`src/rtl/urv_dm_sequencer.sv`:
```
// Data-memory access sequencer for load/store instructions at the execute/writeback boundary.
// Optional bus timeout abort enabled with `define URV_DM_TIMEOUT_EN.
module urv_dm_sequencer #(
  parameter int unsigned g_timeout_cycles = 255
) (
  input  logic        clk_i,
  input  logic        rst_n_i,
  input  logic        x_valid_i,
  input  logic        x_load_i,
  input  logic        x_store_i,
  input  logic [2:0]  x_fun_i,
  input  logic [31:0] x_dm_addr_i,
  input  logic [31:0] x_dm_data_s_i,
  output logic [31:0] dm_addr_o,
  output logic [31:0] dm_data_s_o,
  output logic [3:0]  dm_data_select_o,
  output logic        dm_load_o,
  output logic        dm_store_o,
  input  logic        dm_ready_i,
  input  logic [31:0] dm_data_l_i,
  output logic [31:0] dm_data_l_o,
  output logic        dm_load_done_o,
  output logic        dm_store_done_o,
  output logic        dm_misaligned_o,
  output logic        dm_error_o
);

  typedef enum logic [1:0] {ST_IDLE, ST_WAIT, ST_DONE} state_t;

  state_t      state_q, state_d;
  logic [31:0] addr_q, addr_d;
  logic [31:0] wdata_q, wdata_d;
  logic [31:0] rdata_q, rdata_d;
  logic [3:0]  sel_q, sel_d;
  logic        load_q, load_d;
  logic        store_q, store_d;
  logic        ldone_q, ldone_d;
  logic        sdone_q, sdone_d;
  logic        mis_q, mis_d;
  logic        err_q, err_d;

  logic        req_c;
  logic        misaligned_c;
  logic [3:0]  sel_c;
  logic [31:0] wdata_c;
  logic        unused_c;

  // Size decode uses fun[1:0] only; signedness is resolved downstream.
  assign unused_c = x_fun_i[2] ^ (g_timeout_cycles != 0);
  assign req_c    = x_valid_i & (x_load_i | x_store_i);

  always_comb begin
    misaligned_c = 1'b0;
    sel_c        = 4'b1111;
    wdata_c      = x_dm_data_s_i;
    case (x_fun_i[1:0])
      2'b00: begin
        sel_c   = 4'b0001 << x_dm_addr_i[1:0];
        wdata_c = {4{x_dm_data_s_i[7:0]}};
      end
      2'b01: begin
        misaligned_c = x_dm_addr_i[0];
        sel_c        = x_dm_addr_i[1] ? 4'b1100 : 4'b0011;
        wdata_c      = {2{x_dm_data_s_i[15:0]}};
      end
      default: misaligned_c = (x_dm_addr_i[1:0] != 2'b00);
    endcase
  end

`ifdef URV_DM_TIMEOUT_EN
  localparam int unsigned CntW =
    ($clog2(g_timeout_cycles + 1) > 8) ? $clog2(g_timeout_cycles + 1) : 8;
  logic [CntW-1:0] cnt_q, cnt_d;
  logic            expire_c;
  assign expire_c = (cnt_q == CntW'(g_timeout_cycles - 1));
`endif

  always_comb begin
    state_d = state_q;
    addr_d  = addr_q;
    wdata_d = wdata_q;
    rdata_d = rdata_q;
    sel_d   = sel_q;
    load_d  = load_q;
    store_d = store_q;
    ldone_d = 1'b0;
    sdone_d = 1'b0;
    mis_d   = 1'b0;
    err_d   = 1'b0;
`ifdef URV_DM_TIMEOUT_EN
    cnt_d   = cnt_q;
`endif
    case (state_q)
      ST_IDLE: begin
        if (req_c) begin
          if (misaligned_c) begin
            state_d = ST_DONE;
            ldone_d = x_load_i;
            sdone_d = ~x_load_i;
            mis_d   = 1'b1;
          end else begin
            state_d = ST_WAIT;
            addr_d  = {x_dm_addr_i[31:2], 2'b00};
            wdata_d = wdata_c;
            sel_d   = sel_c;
            load_d  = x_load_i;
            store_d = ~x_load_i;
`ifdef URV_DM_TIMEOUT_EN
            cnt_d   = '0;
`endif
          end
        end
      end
      ST_WAIT: begin
        if (dm_ready_i) begin
          state_d = ST_DONE;
          load_d  = 1'b0;
          store_d = 1'b0;
          ldone_d = load_q;
          sdone_d = store_q;
          if (load_q) rdata_d = dm_data_l_i;
        end
`ifdef URV_DM_TIMEOUT_EN
        else if (expire_c) begin
          state_d = ST_DONE;
          load_d  = 1'b0;
          store_d = 1'b0;
          ldone_d = load_q;
          sdone_d = store_q;
          err_d   = 1'b1;
          if (load_q) rdata_d = '0;
        end else begin
          cnt_d = cnt_q + CntW'(1);
        end
`endif
      end
      ST_DONE: state_d = ST_IDLE;
      default: state_d = ST_IDLE;
    endcase
  end

  always_ff @(posedge clk_i) begin
    if (!rst_n_i) begin
      state_q <= ST_IDLE;
      addr_q  <= '0;
      wdata_q <= '0;
      rdata_q <= '0;
      sel_q   <= '0;
      load_q  <= 1'b0;
      store_q <= 1'b0;
      ldone_q <= 1'b0;
      sdone_q <= 1'b0;
      mis_q   <= 1'b0;
      err_q   <= 1'b0;
`ifdef URV_DM_TIMEOUT_EN
      cnt_q   <= '0;
`endif
    end else begin
      state_q <= state_d;
      addr_q  <= addr_d;
      wdata_q <= wdata_d;
      rdata_q <= rdata_d;
      sel_q   <= sel_d;
      load_q  <= load_d;
      store_q <= store_d;
      ldone_q <= ldone_d;
      sdone_q <= sdone_d;
      mis_q   <= mis_d;
      err_q   <= err_d;
`ifdef URV_DM_TIMEOUT_EN
      cnt_q   <= cnt_d;
`endif
    end
  end

  assign dm_addr_o        = addr_q;
  assign dm_data_s_o      = wdata_q;
  assign dm_data_select_o = sel_q;
  assign dm_load_o        = load_q;
  assign dm_store_o       = store_q;
  assign dm_data_l_o      = rdata_q;
  assign dm_load_done_o   = ldone_q;
  assign dm_store_done_o  = sdone_q;
  assign dm_misaligned_o  = mis_q;
  assign dm_error_o       = err_q;

endmodule

```
`config.mk`:
```
export PLATFORM = sky130hd
export DESIGN_NAME = urv_dm_sequencer
export DESIGN_NICKNAME = d
export VERILOG_FILES = /design/src/rtl/urv_dm_sequencer.sv
export SDC_FILE = /design/constraint.sdc
export NUM_CORES = 1
export LEC_CHECK = 0
export ABC_AREA = 1
export BUFFER_PORTS_ARGS = -buffer_cell sky130_fd_sc_hd__buf_4
export CAP_MARGIN = 25
export CORE_MARGIN = 2
export CORE_UTILIZATION = 45
export CTS_CLUSTER_DIAMETER = 150
export DETAILED_ROUTE_END_ITERATION = 7
export PLACE_DENSITY = 0.84
export SETUP_SLACK_MARGIN = 0.2
export SYNTH_ARGS = -nofsm -noshare
export SYNTH_HDL_FRONTEND = slang
export SYNTH_SLANG_ARGS = --single-unit
```
`constraint.sdc`:
```
create_clock -name clk_i -period 1.6 [get_ports clk_i]
set_input_delay 0.32 -clock clk_i [delete_from_list [all_inputs] [get_ports clk_i]]
set_output_delay 0.32 -clock clk_i [all_outputs]
set_load 0.03 [all_outputs]
```
; ---- Yosys cells after proc, flatten, opt, wreduce, memory -nomap -nowiden
; Cells that the tools add are included.
[classes]
n_reduce_logical = 9
n_mux = 24
shift = 1
n_eq_ne = 5
n_bitwise = 4
[op_table]
columns = cell, count
row1 = 32-bit one-hot mux with 2 select lines, 1
row2 = 1-bit two-way mux, 12
row3 = 1-bit one-hot mux with 2 select lines, 5
row4 = 3-bit AND reduction, 3
row5 = 4-bit one-hot mux with 2 select lines, 1
row6 = 2-bit two-way mux, 3
row7 = "2-bit != test, second input constant", 3
row8 = "2-bit by 1-bit == test with 1-bit output, second input constant", 2
row9 = 2-bit logical NOT, 2
row10 = 4-bit two-way mux, 1
row11 = 2-bit one-hot mux with 2 select lines, 1
row12 = 4-bit AND reduction, 1
row13 = 2-bit nonzero test, 2
row14 = "1-bit by 2-bit left shift with 4-bit output, first input constant", 1
row15 = 1-bit NOT, 2
row16 = 2-bit AND reduction, 1
row17 = 1-bit bitwise AND, 1
row18 = 1-bit OR, 1
[totals]
input_bits = 105
out_inout_bits = 106
ff_bits = 105
word_cells = 53

; ---- Depth between registers and ports, before layout
; Gate-level depths: netlist of run 1.
[logic_depth]
word_depth = 5
mapped_depth = 10
ltp_nobuf = 7

; ---- Least setup slack after synthesis of run 1
; OpenSTA, ideal clock, no wires.
[synth_timing]
kind = in2reg
start = input x_fun_i[1]
end = register addr_q[10] (netlist: dm_addr_o[10])
t_arrival_ns = 1.120
slack_ns = 0.347
cell_stages = 9
required_ns = 1.468
path_cell_list = buf_6 clkinv_4 nand2_2 nand2_2 nand3_4 buf_6 buf_4 nand2_1 a21oi_1
[synth_between]
elab_chain_len = 4
word_cells_on_any_way = 5
[synth_lines]
columns = item, line_no
row1 = from (decl), 11  ; input logic [2:0] x_fun_i,
row2 = 2-bit by 1-bit == test with 1-bit output or 2-bit logical NOT (tied branches), 56  ; case (x_fun_i[1:0])
row3 = 1-bit one-hot mux with 2 select lines (*), 56
row4 = 1-bit NOT (no line) (*), n/a
row5 = 3-bit AND reduction (no line) (*), n/a
row6 = to (signal assigned), 160  ; addr_q <= addr_d;
row7 = to (decl), 31  ; logic [31:0] addr_q, addr_d;
; Every way passes the cells marked *; elsewhere a longest branch is shown, timed or not.
; A chain may end at the register's enable or synchronous reset.

; ---- Worst setup path in the final report of run 1
[layout_timing]
start = register state_q[0]
end = register rdata_q[24] (netlist: dm_data_l_o[24])
[layout_between]
elab_chain_len = 2
[layout_lines]
columns = item, line_no
row1 = from (decl), 30  ; state_t state_q, state_d;
row2 = from (signal assigned), 159  ; state_q <= state_d;
row3 = 2-bit by 1-bit == test with 1-bit output, 93  ; case (state_q)
row4 = 3-bit AND reduction (no line), n/a
row5 = to (signal assigned), 162  ; rdata_q <= rdata_d;
row6 = to (decl), 33  ; logic [31:0] rdata_q, rdata_d;
; No other way between the ends.

==> impl_results.md, run 1 <==
* Share of cells above drive strength 1 at 32.05%
* Routed met3 length at 987 um
* 1st-iter DRT viols at 148
* Hold path startpoint: x_dm_addr_i[30]
* Netlist area before placement at 4083 sq um
* Data arrival time of the worst path at 1570 ps
* Register area share after synthesis at 51.49%
* Flop and latch count out of synthesis at 105
* Total detailed-routing wirelength at 11970 um
* Number of buffers added by the clock tree synthesis step at 9
* Worst Path Class, Setup: reg -> reg
* Worst Path Required at 1890 ps
* Run status: finished, final reports clean
* Top Layer Used: met4
* Total Negative Setup Slacks at 0 ps
* Number of unique standard cell types used by synthesis at 20
* Tightest Hold Check Type: in -> reg
* Crit path max-delay cell type: dfxtp_1
* Core footprint at 8763 sq um
* Cell breakdown of the critical path: inv_1, nor2_2, nand3_1, inv_1, buf_12, nor2_1, nor2_1
* Worst hold path stage count at 3
* Min Tclk post-route at 1277 ps
* Number of sinks handled by clock tree synthesis at 105
* Endpoint class of the critical path: flip-flop
* Pin count of the biggest net entering global routing at 65
* EDFF count, synth at 0
* Synth Instances at 556
* Startpoint class of the critical path: flip-flop
* Number of antenna repair diodes at 0
* Synthesis warning total at 0
* DIE AREA at 9851 sq um
* Post-detailed-route via-to-cell ratio at 4.993
* Number of rows created at floorplan at 34
* Total track usage at 24.08%
* Power Total at 5.605 mW
* HPWL after DPL at 8875 um
* Post-synthesis to final-layout area growth at 45.08%
* # setup viols final at 0
* RSZ-0062 raised after global routing: yes
* Final critical-path setup slack at 322.7 ps
* Worst VDD drop at 0.0004400 V
* Terminating pin of the worst hold path: dm_addr_o[30]$_SDFFE_PN0P_
* Number of buffers inserted by port buffering at 206
* Routed metal-1 wire length at 4909 um
* Met2 wire length at 5819 um
* CTS tree: done
* Clock latency at the later pin of the worst-skew pair at 360 ps
* Die width at 99.25 um
* Global-route wire length before repair at 19250 um
* Clock skew after layout at 10.31 ps
* Antenna violations before repair at 0
* Share of flip-flops with an asynchronous set or reset at 0%
* Endpoint of the worst-slack reg-to-reg timing path: dm_data_l_o[24]$_SDFFE_PN0N_
* Endpoints failing hold at 0
* Master cell of the clock root buffer: clkbuf_8
* Count of fill cells added during filler insertion at 734
* Number of ports placed on the die boundary at 211
* Number of max-slew violations in the final report at 0
* Maximum fanout count along the critical path at 32
* Number of max-cap violations at 0
* Most used DFF post-synth: dfxtp_1
* Logic depth of the worst register-to-register path at 7
* Depth of the CTS H-tree at 3
* Worst-case register-to-register setup slack at 320 ps
* Remaining global-route overflow at 0
* DIE HEIGHT at 99.25 um
* Highest attainable clock frequency at 782.9 MHz
* Final Cycle Share at 79.83%
* Initial Utilization at 46.59%
* Gpl congestion at 0.8902
* Worst-path clk slew at 100 ps
* First-pass DRT Iterations at 4
* Critical R2R Launch: state_q[0]$_SDFFE_PN0P_
* Worst slack at placement at 96.74 ps
* Reported leakage power at 2.732 nW
* Number of remaining DRC errors at 0
* Power density cells at 946.4 nW/um^2
* Number of global-route vias before repair at 4096
* Mean area per synthesized cell at 7.343 sq um
* Antenna violation net count after detailed routing at 0
* Crit-path max cell delay at 390 ps
* Clock Path Buffers at 2
* Vias after detailed routing at 4309
* Average wire per standard cell at 13.87 um
* Final net count at 856
-- layout make-up --
class	instances	area, sq um	share of cell area (%)
Sequential cell	105	2102	35.49
Clock inverter	5	62.56	1.056
Timing Repair Buffer	219	1698	28.67
Clock buffer	10	137.6	2.324
Multi-Input combinational cell	394	1698	28.67
Tap cell	108	135.1	2.281
Inverter	22	90.09	1.521
-- where the power goes --
part	internal, mW	switching (mW)
logic	0.471	0.665
registers	2.73	0.0676
clock network	0.770	0.898
-- registers in the layout, summed over array words and instances (netlist names) --
name              cells
dm_data_l_o          32
dm_data_s_o          32
dm_addr_o            30
dm_data_select_o      4
state_q               2
dm_load_done_o        1
dm_load_o             1
dm_misaligned_o       1
dm_store_done_o       1
dm_store_o            1
-- worst max-delay path, delay by kind of cell (launching register included) --
family	cells	cell delay, ps
buf+inv	3	380
flops	1	390
simple gates	4	440
-- cells by family after synthesis --
kind of cell	share of synthesized area [%]
AOI/OAI and AO/OA	15.75
buffers and inverters	7.355
DFF	51.49
other	0.09185
and+or+nand+nor	25.31
-- cell usage after synthesis, types with 5 or more instances --
master	instances	area [sq um]
nand2_1	172	645.6
dfxtp_1	105	2102
nor2_1	83	311.6
a21oi_1	65	325.3
o21ai_0	50	250.2
inv_1	19	71.32
clkbuf_1	13	48.80
buf_2	11	55.05
nand3_1	8	40.04
o211ai_1	7	52.55
buf_4	6	45.04
buf_6	5	56.30
-- timing repair --
item,4_1_cts,5_1_grt
pin swaps,0,0
gates resized for setup,1,8
endpoints found under the setup margin,26,85
hold buffers,0,0
setup buffers,0,0
-- cell usage in the layout (no fill, tap or decap) --
cell,n
o21bai_1,2
inv_2,1
nand3_4,1
buf_12,4
o211ai_1,7
clkinvlp_4,2
clkbuf_8,10
a21oi_1,65
nand4_1,1
bufinv_16,1
buf_6,1
o21ai_1,4
inv_4,1
conb_1,3
nor2_1,81
nand3_1,8
clkinv_4,1
inv_6,2
buf_4,214
inv_1,19
nor2_2,1
o21ai_0,46
nand2_2,2
nand2_1,172
dfxtp_1,105
nor2_4,1
-- layer usage --
| layer | vias up | GRT usage, % |
|---|---|---|
| li1 | 2153 | - |
| met2 | 176 | 40.85 |
| met4 | 0 | 9.589 |
| met5 | - | 0 |
| met3 | 21 | 5.973 |
| met1 | 1959 | 29.37 |
-- stage by stage --
step	hold slack, ps	area (sq um)	util [%]	cells
final	201.8	5923	67.59	863
after CTS	181.1	5909	67.43	863
after floorplan	442.9	4090	-	558
after global placement	451.4	5707	65.12	848
after detailed placement	458.3	5707	65.12	848
after global routing	181.7	5923	67.59	863
-- worst max-delay path by stage --
stage	cells after the start	start	end	slack [ps]
2_1_floorplan	9	x_fun_i[1]	dm_addr_o[10]$_SDFFE_PN0P_	350
3_3_place_gp	9	x_fun_i[0]	dm_data_s_o[12]$_SDFFE_PN0P_	160
3_5_place_dp	9	x_fun_i[0]	dm_addr_o[24]$_SDFFE_PN0P_	100
4_1_cts	6	state_q[1]$_SDFFE_PN0P_	dm_addr_o[14]$_SDFFE_PN0P_	240
5_1_grt	7	state_q[0]$_SDFFE_PN0P_	dm_data_l_o[24]$_SDFFE_PN0N_	190
6_report	7	state_q[0]$_SDFFE_PN0P_	dm_data_l_o[24]$_SDFFE_PN0N_	320
Note: power is estimated with default switching activity, not from simulation.
==> run 2, diff against run 1 <==
--- a/config.mk
+++ b/config.mk
@@ -9,10 +9,10 @@
 export BUFFER_PORTS_ARGS = -buffer_cell sky130_fd_sc_hd__buf_4
 export CAP_MARGIN = 25
 export CORE_MARGIN = 2
-export CORE_UTILIZATION = 45
+export CORE_UTILIZATION = 41
 export CTS_CLUSTER_DIAMETER = 150
 export DETAILED_ROUTE_END_ITERATION = 7
-export PLACE_DENSITY = 0.84
+export PLACE_DENSITY = 0.8
 export SETUP_SLACK_MARGIN = 0.2
 export SYNTH_ARGS = -nofsm -noshare
 export SYNTH_HDL_FRONTEND = slang
==> constraint.sdc (replaced) <==
create_clock -name clk_i -period 1.1 [get_ports clk_i]
set_input_delay 0.22 -clock clk_i [delete_from_list [all_inputs] [get_ports clk_i]]
set_output_delay 0.22 -clock clk_i [all_outputs]
set_load 0.03 [all_outputs]
==> run 2 against run 1 <==
  * The flow now finishes with violations (negative setup slack)
  * Die area is 9.4% higher
  * Critical path depth is 1 lower
  * Combinational power is 100% higher
  * Critical path type unchanged
  * Largest power group unchanged
==> impl_results.md, run 2 (synthesis gave the netlist of run 1 again) <==
* Run status: finished with violations (was finished, final reports clean)
* Violations in the final reports: negative setup slack
* Endpoint class of the critical path: flip-flop (unchanged)
* Startpoint class of the critical path: flip-flop (unchanged)
* Total track usage at 27.46% (was 24.08%)
* Reported leakage power at 3.367 nW (was 2.732 nW)
* Maximum fanout count along the critical path at 17 (was 32)
* Vias after detailed routing at 4815 (was 4309)
* Depth of the CTS H-tree at 3 (unchanged)
* Crit path max-delay cell type: dfxtp_4 (was dfxtp_1)
* Tightest Hold Check Type: in -> reg (unchanged)
* Number of buffers inserted by port buffering at 206 (unchanged)
* Crit-path max cell delay at 370 ps (was 390 ps)
* 1st-iter DRT viols at 249 (was 148)
* Share of cells above drive strength 1 at 56.31% (was 32.05%)
* Worst Path Required at 1340 ps (was 1890 ps)
* Post-place instance area at 5956 sq um (was 5707 sq um)
* Gate family responsible for the most delay along the worst path: flip-flops (was simple AND/OR/NAND/NOR gates)
* Number of buffers added by the clock tree synthesis step at 9 (unchanged)
* Remaining global-route overflow at 0 (unchanged)
* Min Tclk post-route at 1238 ps (was 1277 ps)
* RSZ-0062 raised after global routing: yes (unchanged)
* Number of rows created at floorplan at 36 (was 34)
* Hold WS at 84.42 ps (was 201.8 ps)
* Worst VDD drop at 0.0008233 V (was 0.0004400 V)
* Cell breakdown of the critical path: nor2_4, nand3_4, buf_6, buf_16, nand2_1, a21oi_1 (was inv_1, nor2_2, nand3_1, inv_1, buf_12, nor2_1, nor2_1)
* # setup viols final at 102 (was 0)
* Data arrival time of the worst path at 1480 ps (was 1570 ps)
* Total detailed-routing wirelength at 15680 um (was 11970 um)
* Met2 Usage GRT at 49.29% (was 40.85%)
* Number of max-slew violations in the final report at 0 (unchanged)
* Endpoints failing hold at 0 (unchanged)
* Master cell of the clock root buffer: clkbuf_8 (unchanged)
* Buffer and inverter count on the worst path at 2 (was 3)
* Initial Utilization at 41.96% (was 46.59%)
* Clock latency at the later pin of the worst-skew pair at 370 ps (was 360 ps)
* First-pass DRT Iterations at 5 (was 4)
* Worst Path Class, Setup: reg -> reg (unchanged)
* Number of antenna repair diodes at 0 (unchanged)
* Met3 track demand over resource at 5.727% (was 5.973%)
* CTS tree: done (unchanged)
* Clock Path Buffers at 2 (unchanged)
* Number of global-route vias before repair at 4859 (was 4096)
* DIE AREA at 10770 sq um (was 9851 sq um)
* Power density cells at 1229 nW/um^2 (was 946.4 nW/um^2)
* Highest attainable clock frequency at 807.9 MHz (was 782.9 MHz)
* Grt met1 use at 30.17% (was 29.37%)
* Core footprint at 9729 sq um (was 8763 sq um)
* Most frequent standard cell in the layout excluding fill and tap cells: buf_4 (unchanged)
* Flip-flop and latch area at 2241 sq um (was 2102 sq um)
* HPWL after DPL at 9332 um (was 8875 um)
* Final Cycle Share at 112.5% (was 79.83%)
* Antenna violations before repair at 0 (unchanged)
* Gpl congestion at 0.8242 (was 0.8902)
* Clock skew after layout at 15.62 ps (was 10.31 ps)
* Final design area excluding fillers at 7468 sq um (was 5923 sq um)
* CTS hold repair buffers at 0 (unchanged)
* Area used by multi-input combinational logic at 1899 sq um (was 1698 sq um)
* Die width at 103.8 um (was 99.25 um)
* Average wire per standard cell at 16.39 um (was 13.87 um)
* Routing layer with the top usage in global route: met2 (unchanged)
* Pin count of the biggest net entering global routing at 33 (was 65)
* Count of fill cells added during filler insertion at 632 (was 734)
* Number of ports placed on the die boundary at 211 (unchanged)
* DIE HEIGHT at 103.8 um (was 99.25 um)
* Number of sinks handled by clock tree synthesis at 105 (unchanged)
* Final net count at 925 (was 856)
* Number of max-cap violations at 0 (unchanged)
* Number of remaining DRC errors at 0 (unchanged)
* Antenna violation net count after detailed routing at 0 (unchanged)
* Post-synthesis to final-layout area growth at 82.93% (was 45.08%)
* Commonest non-fill, non-tap cells in the layout: 165 x buf_4, 160 x nand2_1, 106 x buf_6 (was 214 x buf_4, 172 x nand2_1, 105 x dfxtp_1)
* Final critical-path setup slack at -137.8 ps (was 322.7 ps)
* Post-detailed-route via-to-cell ratio at 5.031 (was 4.993)
* Worst-path clk slew at 110 ps (was 100 ps)
* Global-route wire length before repair at 23750 um (was 19250 um)
-- run 2: cell types whose count changed in the layout (fill, tap and decap cells not counted), sizes merged --
cell,before,now
bufinv,1,2
clkbuf,10,11
buf,219,287
clkinv,1,4
inv,23,20
clkinvlp,2,1
-- run 2: worst paths after layout --
| check | from | to | slack (ps) | cells past startpoint |
|---|---|---|---|---|
| worst max-delay path | state_q[0]$_SDFFE_PN0P_ | dm_addr_o[27]$_SDFFE_PN0P_ | -140 | 6 |
| worst min-delay path | x_dm_addr_i[14] | dm_addr_o[14]$_SDFFE_PN0P_ | 80 | 3 |
| worst max register to register | state_q[0]$_SDFFE_PN0P_ | dm_addr_o[27]$_SDFFE_PN0P_ | -140 | 6 |
| worst min register to register | dm_addr_o[19]$_SDFFE_PN0P_ | dm_addr_o[19]$_SDFFE_PN0P_ | 470 | 2 |
-- run 2: per-stage QoR --
stage               util [%]  std cells  worst slack (ps)  TNS (ps)  power, mW
floorplan                  -        558            -12.22    -197.3      5.127
global placement       61.21        890            -147.6     -8513      5.878
detailed placement     61.21        890            -209.5    -11430      5.915
CTS                    74.13        933            -78.51     -5742      9.068
global route           76.76        957            -208.0    -15230      9.503
finish                 76.76        957            -137.8     -8750      9.175
-- run 2: final cells by class --
type                            count  area share, %
Clock inverter                      5          1.039
Multi-Input combinational cell    394          25.43
Timing Repair Buffer              288          37.86
Sequential cell                   105          30.01
Inverter                           22          1.441
Clock buffer                       10          1.994
Tap cell                          133          2.228
-- run 2: worst reg2reg max path: cells and delay by family (launching register included) --
kind                   cells  cell delay, ps
flip-flops                 1             370
AND/OR/NAND/NOR            3             340
buffers and inverters      2             340
AO/OA/AOI/OAI              1              70
-- run 2: power breakdown --
part	internal (mW)	switching (mW)	total, mW
combinational	1.14	1.19	2.33
sequential	4.01	0.138	4.15
clock	1.40	1.30	2.70
-- run 2: per-layer routing --
metal,up-vias,routed length (um)
met3,53,992
met2,218,8028
li1,2299,-
met4,0,629
met5,-,0
met1,2245,6033
-- run 2: repair_timing --
item / 4_1_cts / 5_1_grt
setup buffers: 21 / 23
pin swaps: 6 / 2
resized for setup: 261 / 17
setup endpoints to repair: 208 / 208
cloned: 7 / 1
hold endpoints to repair: 0 / 0
